<file path="src/rtl/uart_pkg.sv">
// Shared UART receiver types and constants.
// Used by uart_rx and uart_rx_tick_gen.
package uart_pkg;

  localparam logic LINE_IDLE = 1'b1;

  typedef enum logic [2:0] {
    IDLE,
    START,
    DATA,
    PARITY,
    STOP
  } rx_state_t;

  function automatic int calc_divisor(
    input int clk_freq,
    input int baud_rate,
    input int oversample
  );
    return clk_freq / (baud_rate * oversample);
  endfunction

endpackage

</file>
<file path="src/rtl/uart_rx_tick_gen.sv">
// Oversampling tick generator: one-cycle tick every DIVISOR clocks.
// Synchronous clear realigns the phase to a detected start edge.
module uart_rx_tick_gen #(
  parameter int DIVISOR = 10
) (
  input  logic clk,
  input  logic rst,
  input  logic clear_i,
  output logic tick_o
);

  localparam int W = (DIVISOR > 1) ? $clog2(DIVISOR) : 1;
  localparam logic [W-1:0] LAST = W'(DIVISOR - 1);

  logic [W-1:0] cnt_q;
  logic [W-1:0] cnt_d;

  assign tick_o = (cnt_q == LAST);

  always_comb begin
    cnt_d = cnt_q + 1'b1;
    if (clear_i || tick_o) begin
      cnt_d = '0;
    end
  end

  always_ff @(posedge clk or posedge rst) begin
    if (rst) begin
      cnt_q <= '0;
    end else begin
      cnt_q <= cnt_d;
    end
  end

endmodule

</file>
<file path="src/rtl/uart_rx.sv">
// UART receiver, 16x oversampled, LSB first, valid/ready output.
// Define UART_RX_PARITY_EN to add an even-parity bit to each frame.
module uart_rx
  import uart_pkg::*;
#(
  parameter int CLK_FREQ   = 100_000_000,
  parameter int BAUD_RATE  = 9600,
  parameter int OVERSAMPLE = 16,
  parameter int DATA_BITS  = 8
) (
  input  logic                 clk,
  input  logic                 rst,
  input  logic                 rx,
  output logic [DATA_BITS-1:0] rx_data,
  output logic                 rx_valid,
  input  logic                 rx_ready,
  output logic                 frame_err,
  output logic                 parity_err,
  output logic                 overrun_err
);

  localparam int DIVISOR = calc_divisor(CLK_FREQ, BAUD_RATE, OVERSAMPLE);
  localparam int TW = $clog2(OVERSAMPLE);
  localparam int BW = $clog2(DATA_BITS);
  localparam logic [TW-1:0] OS_LAST = TW'(OVERSAMPLE - 1);
  localparam logic [TW-1:0] HALF_LAST = TW'(OVERSAMPLE / 2 - 1);
  localparam logic [BW-1:0] BIT_LAST = BW'(DATA_BITS - 1);

  logic       sync1_q;
  logic       rx_s;
  logic       prev_q;
  logic [2:0] fill_q;
  logic       rx_fall;

  // fill_q marks when rx_prev holds a real line sample rather than its
  // reset value, so a line held low across reset is never taken as a start.
  always_ff @(posedge clk or posedge rst) begin
    if (rst) begin
      sync1_q <= LINE_IDLE;
      rx_s    <= LINE_IDLE;
      prev_q  <= LINE_IDLE;
      fill_q  <= '0;
    end else begin
      sync1_q <= rx;
      rx_s    <= sync1_q;
      prev_q  <= rx_s;
      fill_q  <= {fill_q[1:0], 1'b1};
    end
  end

  assign rx_fall = fill_q[2] & prev_q & ~rx_s;

  logic tick;
  logic tick_clr;

  uart_rx_tick_gen #(
    .DIVISOR(DIVISOR)
  ) u_tick (
    .clk    (clk),
    .rst    (rst),
    .clear_i(tick_clr),
    .tick_o (tick)
  );

  rx_state_t state_q, state_d;
  logic [TW-1:0]        tcnt_q, tcnt_d;
  logic [BW-1:0]        bcnt_q, bcnt_d;
  logic [DATA_BITS-1:0] shreg_q, shreg_d;
  logic [DATA_BITS-1:0] data_q, data_d;
  logic                 valid_q, valid_d;
  logic                 ferr_q, ferr_d;
  logic                 oerr_q, oerr_d;
  logic                 par_bad;
  logic                 perr_d;
  logic                 s_last;

`ifdef UART_RX_PARITY_EN
  logic par_q, par_d;
  logic perr_q;
  assign par_bad    = ^{shreg_q, par_q};
  assign parity_err = perr_q;
`else
  assign par_bad    = 1'b0;
  assign parity_err = 1'b0;
`endif

  assign s_last = tick && (tcnt_q == OS_LAST);

  always_comb begin
    state_d  = state_q;
    tcnt_d   = tcnt_q;
    bcnt_d   = bcnt_q;
    shreg_d  = shreg_q;
    data_d   = data_q;
    valid_d  = valid_q;
    ferr_d   = 1'b0;
    perr_d   = 1'b0;
    oerr_d   = 1'b0;
    tick_clr = 1'b0;
`ifdef UART_RX_PARITY_EN
    par_d    = par_q;
`endif
    if (valid_q && rx_ready) begin
      valid_d = 1'b0;
    end
    if (tick && !s_last) begin
      tcnt_d = tcnt_q + 1'b1;
    end
    unique case (state_q)
      IDLE: begin
        if (rx_fall) begin
          state_d  = START;
          tcnt_d   = '0;
          tick_clr = 1'b1;
        end
      end
      START: begin
        if (tick && tcnt_q == HALF_LAST) begin
          tcnt_d  = '0;
          bcnt_d  = '0;
          state_d = rx_s ? IDLE : DATA;
        end
      end
      DATA: begin
        if (s_last) begin
          tcnt_d  = '0;
          shreg_d = {rx_s, shreg_q[DATA_BITS-1:1]};
          bcnt_d  = bcnt_q + 1'b1;
          if (bcnt_q == BIT_LAST) begin
`ifdef UART_RX_PARITY_EN
            state_d = PARITY;
`else
            state_d = STOP;
`endif
          end
        end
      end
`ifdef UART_RX_PARITY_EN
      PARITY: begin
        if (s_last) begin
          tcnt_d  = '0;
          par_d   = rx_s;
          state_d = STOP;
        end
      end
`endif
      STOP: begin
        if (s_last) begin
          tcnt_d  = '0;
          state_d = IDLE;
          ferr_d  = ~rx_s;
          perr_d  = par_bad;
          if (rx_s && !par_bad) begin
            if (!valid_q || rx_ready) begin
              data_d  = shreg_q;
              valid_d = 1'b1;
            end else begin
              oerr_d = 1'b1;
            end
          end
        end
      end
      default: begin
        state_d = IDLE;
      end
    endcase
  end

  always_ff @(posedge clk or posedge rst) begin
    if (rst) begin
      state_q <= IDLE;
      tcnt_q  <= '0;
      bcnt_q  <= '0;
      shreg_q <= '0;
      data_q  <= '0;
      valid_q <= 1'b0;
      ferr_q  <= 1'b0;
      oerr_q  <= 1'b0;
    end else begin
      state_q <= state_d;
      tcnt_q  <= tcnt_d;
      bcnt_q  <= bcnt_d;
      shreg_q <= shreg_d;
      data_q  <= data_d;
      valid_q <= valid_d;
      ferr_q  <= ferr_d;
      oerr_q  <= oerr_d;
    end
  end

`ifdef UART_RX_PARITY_EN
  always_ff @(posedge clk or posedge rst) begin
    if (rst) begin
      par_q  <= 1'b0;
      perr_q <= 1'b0;
    end else begin
      par_q  <= par_d;
      perr_q <= perr_d;
    end
  end
`endif

  assign rx_data     = data_q;
  assign rx_valid    = valid_q;
  assign frame_err   = ferr_q;
  assign overrun_err = oerr_q;

endmodule

</file>
<file path="config.mk">
export PLATFORM = sky130hd
export DESIGN_NAME = uart_rx
export DESIGN_NICKNAME = d
export VERILOG_FILES = /design/src/rtl/uart_pkg.sv /design/src/rtl/uart_rx_tick_gen.sv /design/src/rtl/uart_rx.sv
export SDC_FILE = /design/constraint.sdc
export NUM_CORES = 1
export LEC_CHECK = 0
export ABC_AREA = 1
export CAP_MARGIN = 10
export CORE_MARGIN = 2
export CORE_UTILIZATION = 45
export DETAILED_ROUTE_END_ITERATION = 7
export PLACE_DENSITY_LB_ADDON = 0.12
export SLEW_MARGIN = 20
export SYNTH_ARGS = -nofsm -noshare
export SYNTH_HDL_FRONTEND = slang
export SYNTH_SLANG_ARGS = --single-unit
</file>
<file path="constraint.sdc">
create_clock -name clk -period 1.73 [get_ports clk]
set_input_delay 0.173 -clock clk [delete_from_list [all_inputs] [get_ports clk]]
set_output_delay 0.173 -clock clk [all_outputs]
set_load 0.05 [all_outputs]
</file>
# Word level (Yosys, flattened, before mapping)
# Cells that the tools add are included.
# totals
word_cells,75
reg_bits,45
input_bits,4
output_inout_bits,12
# classes
muxes,29
n_addsub,3
n_reduce_logical,15
n_eq_ne,12
bitwise_logic,3
# op_table
operator,count
2-to-1 mux 3 bit,7
2-to-1 mux 4 bit,4
2-to-1 mux 1 bit,13
case mux 3 bit (4 select lines),1
case mux 4 bit (3 select lines),1
"adder 10 x 1 -> 10 bit, second input constant",1
"== test 10 bit, second input constant",1
2-to-1 mux 10 bit,1
"!= test 2 bit, second input constant",5
"== test 3 bit, second input constant",2
case mux 3 bit (2 select lines),1
AND reduction 5 bit,1
"adder 4 x 1 -> 4 bit, second input constant",1
"== test 4 x 3 -> 1 bit, second input constant",1
"== test 4 bit, second input constant",1
logical AND 1 bit,4
AND reduction 4 bit,1
"adder 3 x 1 -> 3 bit, second input constant",1
"== test 3 x 1 -> 1 bit, second input constant",1
"== test 3 x 2 -> 1 bit, second input constant",1
logical NOT 3 bit,1
AND reduction 3 bit,1
AND 1 bit,2
logical NOT 1 bit,2
other kinds (6),7

# Depth between registers and ports, before layout
# Gate-level depths: netlist of the first run.
# depth
word_depth,7
ltp_mapped,10
mapped_depth_nobuf,10

# Modules after synthesis
# From an unflattened synthesis of the first run, not the netlist that was laid out.
# unflattened
cells_unflattened,237
area_unflattened_um2,2102.0
# by_module_without_submodules
module,n_inst,area_per_inst_um2,cells_each,seq_area_each_um2
uart_rx,1,1534.0,162,879.6
uart_rx_tick_gen,1,568.0,75,250.2

# Least setup slack after synthesis of the first run
# OpenSTA, ideal clock, no wires.
# synth_path
kind,register to register
startpoint,reg u_tick.cnt_q[0]
endpoint,"reg data_q[0], in the netlist rx_data[0]"
period_less_slack_ns,1.528
setup_slack_ns,0.202
stages_incl_launch_ff,11
arrival_ns,1.406
path_buffers,1
setup_time_ns,0.122
t_required_ns,1.608
path_cell_list,dfrtp_1 > inv_1 > ha_1 > nand2_1 > nor2_4 > nand4_4 > inv_2 > nand3b_4 > buf_6 > o21ai_1 > nand2_1
# synth_via
elab_chain_cells,3
# synth_rtl
item,line_no,rtl
"start, declared",uart_rx_tick_gen.sv:15,logic [W-1:0] cnt_q;
"start signal, assigned",uart_rx_tick_gen.sv:31,cnt_q <= cnt_d;
== test 10 bit,uart_rx_tick_gen.sv:18,assign tick_o = (cnt_q == LAST);
logical AND 1 bit,uart_rx.sv:87,assign s_last = tick && (tcnt_q == OS_LAST);
AND reduction 4 bit (no source line),--,
"end signal, assigned",uart_rx.sv:184,data_q <= data_d;
"end, declared",uart_rx.sv:69,"logic [DATA_BITS-1:0] data_q, data_d;"
# Every way passes these cells.
# A chain may end at the register's enable or synchronous reset.

# Final worst setup path of the first run
# layout_path
startpoint,reg u_tick.cnt_q[0]
endpoint,"reg data_q[3], in the netlist rx_data[3]"
# The elaborated chain is that of the path after synthesis.

==> impl_metrics.env, run 1 <==
export IMPL_status="completed"
export IMPL_grt_use_total=0.155
export IMPL_grt_pass1_wl_um=6170
export IMPL_die_h_um=71.9
export IMPL_power_density_nw_per_um2=1010
export IMPL_leakagePower_nw=1.29
export IMPL_grt_max_degree=35
export IMPL_rows=24
export IMPL_avgSynthCellArea_um2=8.85
export IMPL_ys_top_cells_by_area="dfrtp_1 51%, nand2_1 13%, nor2_1 4.0%"
export IMPL_setup_viol=0
export IMPL_synth_top_flop_cell="dfrtp_1"
export IMPL_path_delay_family="simple AND/OR/NAND/NOR gates"
export IMPL_clk_latency_ns=0.29
export IMPL_fin_skew_ns=0.00463
export IMPL_vias_per_cell=4.71
export IMPL_clkSinkCount=45
export IMPL_critPathBufInv=3
export IMPL_maxCapViolCount=0
export IMPL_cts_buffer_depth=2
export IMPL_first_pass_iters=4
export IMPL_cts_hold_buf=0
export IMPL_yosys_warnings=0
export IMPL_slew_violations=0
export IMPL_register_area_um2=1130
export IMPL_ant_nets=0
export IMPL_hold_class="in -> async"
export IMPL_dp_cells=303
export IMPL_cts_tree="built"
export IMPL_syn_nets=243
export IMPL_cts_max_level=2
export IMPL_ys_ff_latch=45
export IMPL_gp_congestion=0.871
export IMPL_fillers=409
export IMPL_min_period_over_period=0.955
export IMPL_vias=1492
export IMPL_period_needed_ns=1.65
export IMPL_dp_hpwl_um=2490
export IMPL_fp_dieArea_um2=5160
export IMPL_die_x_um=71.9
export IMPL_total_power_w=0.00250
export IMPL_cp_start_kind="flip-flop"
export IMPL_ys_async_sr_fraction=1.00
export IMPL_synth_top_area_share=0.507
export IMPL_critPathCaptureType="flip-flop"
export IMPL_peakVddDrop_mv=0.837
export IMPL_diodes=0
export IMPL_synth_area_leader_cell="dfrtp_1"
export IMPL_cts_root_buf="clkbuf_8"
export IMPL_clkTransAtPathRegs_ns=0.08
export IMPL_setup_ws_ns=0.0770
export IMPL_crit_arrival_ns=1.83
export IMPL_multi_input_area_um2=832
export IMPL_synth_enable_flop_cells=0
export IMPL_wl_per_cell_um=11.0
export IMPL_worstPathRequired_ns=1.91
export IMPL_slowest_delay_ns=0.39
export IMPL_overflow=0
export IMPL_drt_iter0_drc=105
export IMPL_grt_pass1_vias=1376
export IMPL_ioPinCount=16
export IMPL_core_um2=4380
export IMPL_synth_common_cells="73 x nand2_1, 42 x dfrtp_1, 22 x nor2_1"
export IMPL_syn_cell_area_um2=2070
export IMPL_post_place_ws_ns=0.0742
export IMPL_path_max_fanout=7
export IMPL_synth_most_common_cell="nand2_1"
export IMPL_numCtsBuffers=5
export IMPL_drc=0
export IMPL_fin_tns_setup_ns=0
export IMPL_area_growth_pct=19.2
export IMPL_grt_setup_unrepaired="yes"
export IMPL_drive_above_1_share=0.189
export IMPL_yosysSeqAreaShare=0.545
export IMPL_layout_cells_non_filler=317
export IMPL_start_util=0.473
export IMPL_netlist_instances=234
export IMPL_antenna_found_initial=0
export IMPL_routed_wl_um=3490
export IMPL_synth_distinct_cells=31
export IMPL_path_class="reg -> reg"
export IMPL_hold_viol=0
export IMPL_crit_slowest_cell="dfrtp_1"
export IMPL_path_cells="inv_1 -> ha_2 -> nand2_2 -> nor2_4 -> nand4_4 -> inv_2 -> nand3b_4 -> buf_6 -> o21ai_1 -> nand2_1"
export IMPL_timing_fmax_mhz=605
export IMPL_io_buffers=14
export IMPL_layout_nets=273
placed cells by master, fill, tap and decap left out, drive strengths merged:
cell type,instances
clkinv,1
nand4,5
o21ai,15
nor3,8
clkdlybuf4s50,14
nand2,74
dfstp,3
nor2,30
clkinvlp,1
xor2,2
conb,2
inv,25
buf,13
nand3,9
a21oi,4
clkbuf,7
or2,3
and3,1
ha,5
dfrtp,42
nand3b,1
per-layer routing:
metal / wire length, µm / part of all wire / up-vias / global-route usage
met2: 1440 / 0.41 / 23 / 0.216
met5: 0 / 0 / - / 0
met3: 128 / 0.037 / 4 / 0.0422
met4: 51 / 0.015 / 0 / 0.0629
li1: - / - / 785 / -
met1: 1870 / 0.53 / 680 / 0.228
state kept, by name, indices dropped and copies added (netlist names):
signal        cells
prev_q            1
rx_s              1
u_tick.cnt_q     10
rx_data           8
frame_err         1
shreg_q           8
bcnt_q            3
state_q           3
sync1_q           1
fill_q            3
rx_valid          1
tcnt_q            4
overrun_err       1
cell type report:
class                   count  share of cell area
flip-flops and latches     45               0.457
multi-input cells         159               0.337
repair buffers             27               0.106
inverters                  26              0.0395
clock buffers               7              0.0309
well taps                  52              0.0263
clock inverters             1             0.00304
what timing repair did:
action | in CTS | in global routing
endpoints found under the setup margin | 0 | 14
setup buffers | 0 | 6
gates resized for setup | 0 | 10
hold endpoints to repair | 0 | 0
cells by family after synthesis:
logic type / synth area share
buf+inv: 0.0640
fa+ha+maj: 0.0302
flops: 0.545
compound gates: 0.0477
other cells: 0.00362
xor+xnor: 0.0121
simple gates: 0.297
worst register-to-register path, cell delays in order (launching register included):
cell,delay (ns)
dfrtp_1,0.39
inv_1,0.06
ha_2,0.16
nand2_2,0.06
nor2_4,0.13
nand4_4,0.14
inv_2,0.11
nand3b_4,0.14
buf_6,0.16
o21ai_1,0.12
nand2_1,0.07
path summary, 6_finish.rpt:
check | endpoint | startpoint | slack [ns] | cells after the start
min in group clk | sync1_q$_DFF_PP1_ | rx | 0.29 | 1
worst min register to register | fill_q[1]$_DFF_PP0_ | fill_q[0]$_DFF_PP0_ | 0.35 | 0
worst max-delay path | rx_data[3]$_DFFE_PP0P_ | u_tick.cnt_q[0]$_DFF_PP0_ | 0.08 | 10
worst max register to register | rx_data[3]$_DFFE_PP0P_ | u_tick.cnt_q[0]$_DFF_PP0_ | 0.08 | 10
max in group asynchronous | prev_q$_DFF_PP1_ | rst | 1.03 | 3
worst min-delay path | shreg_q[3]$_DFFE_PP0P_ | rst | 0.14 | 2
stage by stage:
stage / util / area (µm²) / hold WS (ns)
2_1_floorplan: - / 2070 / 0.177
3_3_place_gp: 0.526 / 2310 / 0.332
3_5_place_dp: 0.526 / 2310 / 0.336
4_1_cts: 0.545 / 2390 / 0.144
5_1_grt: 0.563 / 2470 / 0.184
6_report: 0.563 / 2470 / 0.142
power by group:
part / switching [W] / internal [W]
clock network: 0.000331 / 0.000286
logic: 0.000387 / 0.000239
registers: 0.0000974 / 0.00116
No activity file was read; power rests on OpenSTA's default activity.
==> inputs of run 2 (changes only) <==
- CORE_MARGIN: 2 -> 4
==> run 2 against run 1 <==
Total power about the same. Sequential power about the same. Largest cell class unchanged. Largest power group unchanged. Critical endpoint is now rx_data[0]$_DFFE_PP0P_. Clock-buffer cell count shrank 1. Combinational power fell by 3.7%. Clock power up 3.9%. Clock skew increased by 0.0046 ns. Final area shrank 0.46%.
==> impl_metrics.env, run 2 (same netlist as run 1, synthesis figures left out) <==
export IMPL_cts_root_buf="clkbuf_8"
export IMPL_total_power_w=0.00250
export IMPL_top_register="u_tick.cnt_q"
export IMPL_routed_wl_um=3660
export IMPL_maxCapViolCount=0
export IMPL_drc=0
export IMPL_path_class="reg -> reg"
export IMPL_first_pass_iters=4
export IMPL_use_met2=0.190
export IMPL_cp_start_kind="flip-flop"
export IMPL_hold_class="in -> async"
export IMPL_vias_per_cell=4.82
export IMPL_fin_skew_ns=0.00928
export IMPL_fillers=411
export IMPL_setup_viol=0
export IMPL_grt_use_total=0.142
export IMPL_grt_pass1_vias=1365
export IMPL_io_buffers=14
export IMPL_status="completed"
export IMPL_layout_nets=272
export IMPL_clkTransAtPathRegs_ns=0.09
export IMPL_crit_arrival_ns=1.86
export IMPL_ant_nets=0
export IMPL_fin_tns_setup_ns=0
export IMPL_antenna_found_initial=0
export IMPL_drive_above_1_share=0.170
export IMPL_wl_per_cell_um=11.6
export IMPL_die_x_um=75.9
export IMPL_start_util=0.469
export IMPL_multi_input_area_um2=841
export IMPL_worstPathRequired_ns=1.91
export IMPL_ioPinCount=16
export IMPL_rows=24
export IMPL_final_cell_mix="72 x nand2_1, 42 x dfrtp_1, 22 x nor2_1"
export IMPL_core_um2=4410
export IMPL_min_period_over_period=0.966
export IMPL_path_max_fanout=6
export IMPL_overflow=0
export IMPL_power_density_nw_per_um2=1020
export IMPL_register_area_um2=1130
export IMPL_grt_met3_usage=0.0435
export IMPL_tightestPinTransition_ns=0.498
export IMPL_largest_reg_flops=10
export IMPL_top_usage_layer="met1"
export IMPL_maxSlewHeadroom=0.667
export IMPL_hold_viol=0
export IMPL_met1_usage=0.214
export IMPL_gp_congestion=0.799
export IMPL_vias=1524
export IMPL_timing_fmax_mhz=598
export IMPL_peakVddDrop_mv=0.571
export IMPL_grt_pass1_wl_um=6070
export IMPL_dp_hpwl_um=2520
export IMPL_diodes=0
export IMPL_fp_dieArea_um2=5750
export IMPL_critPathCaptureType="flip-flop"
export IMPL_grt_setup_unrepaired="yes"
export IMPL_slew_violations=0
export IMPL_leakagePower_nw=1.29
export IMPL_cts_buffer_depth=2
export IMPL_dpl_cell_area_um2=2300
export IMPL_grt_max_degree=46
export IMPL_area_growth_pct=18.7
export IMPL_layout_commonest_cell="nand2_1"
export IMPL_cts_tree="built"
export IMPL_cts_max_level=2
export IMPL_period_needed_ns=1.67
export IMPL_cts_hold_buf=0
export IMPL_drt_iter0_drc=92
export IMPL_clk_latency_ns=0.30
export IMPL_die_h_um=75.9
export IMPL_numCtsBuffers=5
export IMPL_clkSinkCount=45
export IMPL_holdWs_ns=0.206
export IMPL_design_area_um2=2460
[run 2: cell count changes in the layout (fill, tap and decap cells not counted), moves of 2 or more]
cell,change
o21ai_1,+2
o21ai_2,-2
ha_2,-2
buf_6,-3
ha_1,+2
[run 2: area by class of cell]
| type | instances | area share |
|---|---|---|
| Sequential cell | 45 | 0.460 |
| Timing Repair Buffer | 25 | 0.0957 |
| Tap cell | 52 | 0.0265 |
| Inverter | 26 | 0.0407 |
| Multi-Input combinational cell | 160 | 0.342 |
| Clock inverter | 2 | 0.00611 |
| Clock buffer | 6 | 0.0295 |
[run 2: worst max-delay path, stage by stage (launching register included)]
cell      delay [ns]
dfrtp_1         0.42
inv_1           0.07
ha_1            0.15
nand2_2         0.07
nor2_4          0.13
nand4_4         0.17
inv_4           0.12
nand3b_4        0.11
buf_4           0.16
o21ai_1         0.11
nand2_1         0.06
[run 2: report_power, final]
part / total [W] / internal, W / leakage [nW] / switching (W)
sequential: 0.00126 / 0.00116 / 0.598 / 0.0000992
combinational: 0.000602 / 0.000205 / 0.658 / 0.000397
clock: 0.000641 / 0.000285 / 0.0374 / 0.000356
total: 0.00250 / 0.00165 / 1.29 / 0.000852
[run 2: final timing paths]
path	from	to	slack, ns	cells past startpoint
setup reg to reg	u_tick.cnt_q[0]$_DFF_PP0_	rx_data[0]$_DFFE_PP0P_	0.06	10
min in group clk	rx	sync1_q$_DFF_PP1_	0.28	1
max in group asynchronous	rst	rx_s$_DFF_PP1_	1.26	3
hold reg to reg	fill_q[0]$_DFF_PP0_	fill_q[1]$_DFF_PP0_	0.35	0
setup / recovery	u_tick.cnt_q[0]$_DFF_PP0_	rx_data[0]$_DFFE_PP0P_	0.06	10
hold / removal	rst	shreg_q[4]$_DFFE_PP0P_	0.21	3
[run 2: metrics by stage]
stage               worst slack, ns  utilization  std cells
floorplan                     0.202            -        234
detailed placement           0.0662        0.521        302
global placement              0.102        0.521        302
CTS                          0.0427        0.541        310
finish                       0.0583        0.557        316
global route                -0.0417        0.557        316
[run 2: metal layers]
metal | routed length, µm | part of all wire
met5 | 0 | 0
met4 | 61 | 0.017
met3 | 171 | 0.047
met2 | 1470 | 0.40
met1 | 1950 | 0.53
[run 2: timing repair]
action                                  in CTS  in global routing
hold endpoints to repair                     0                  0
resized for setup                            0                  5
setup buffers                                0                  5
endpoints found under the setup margin       0                 14
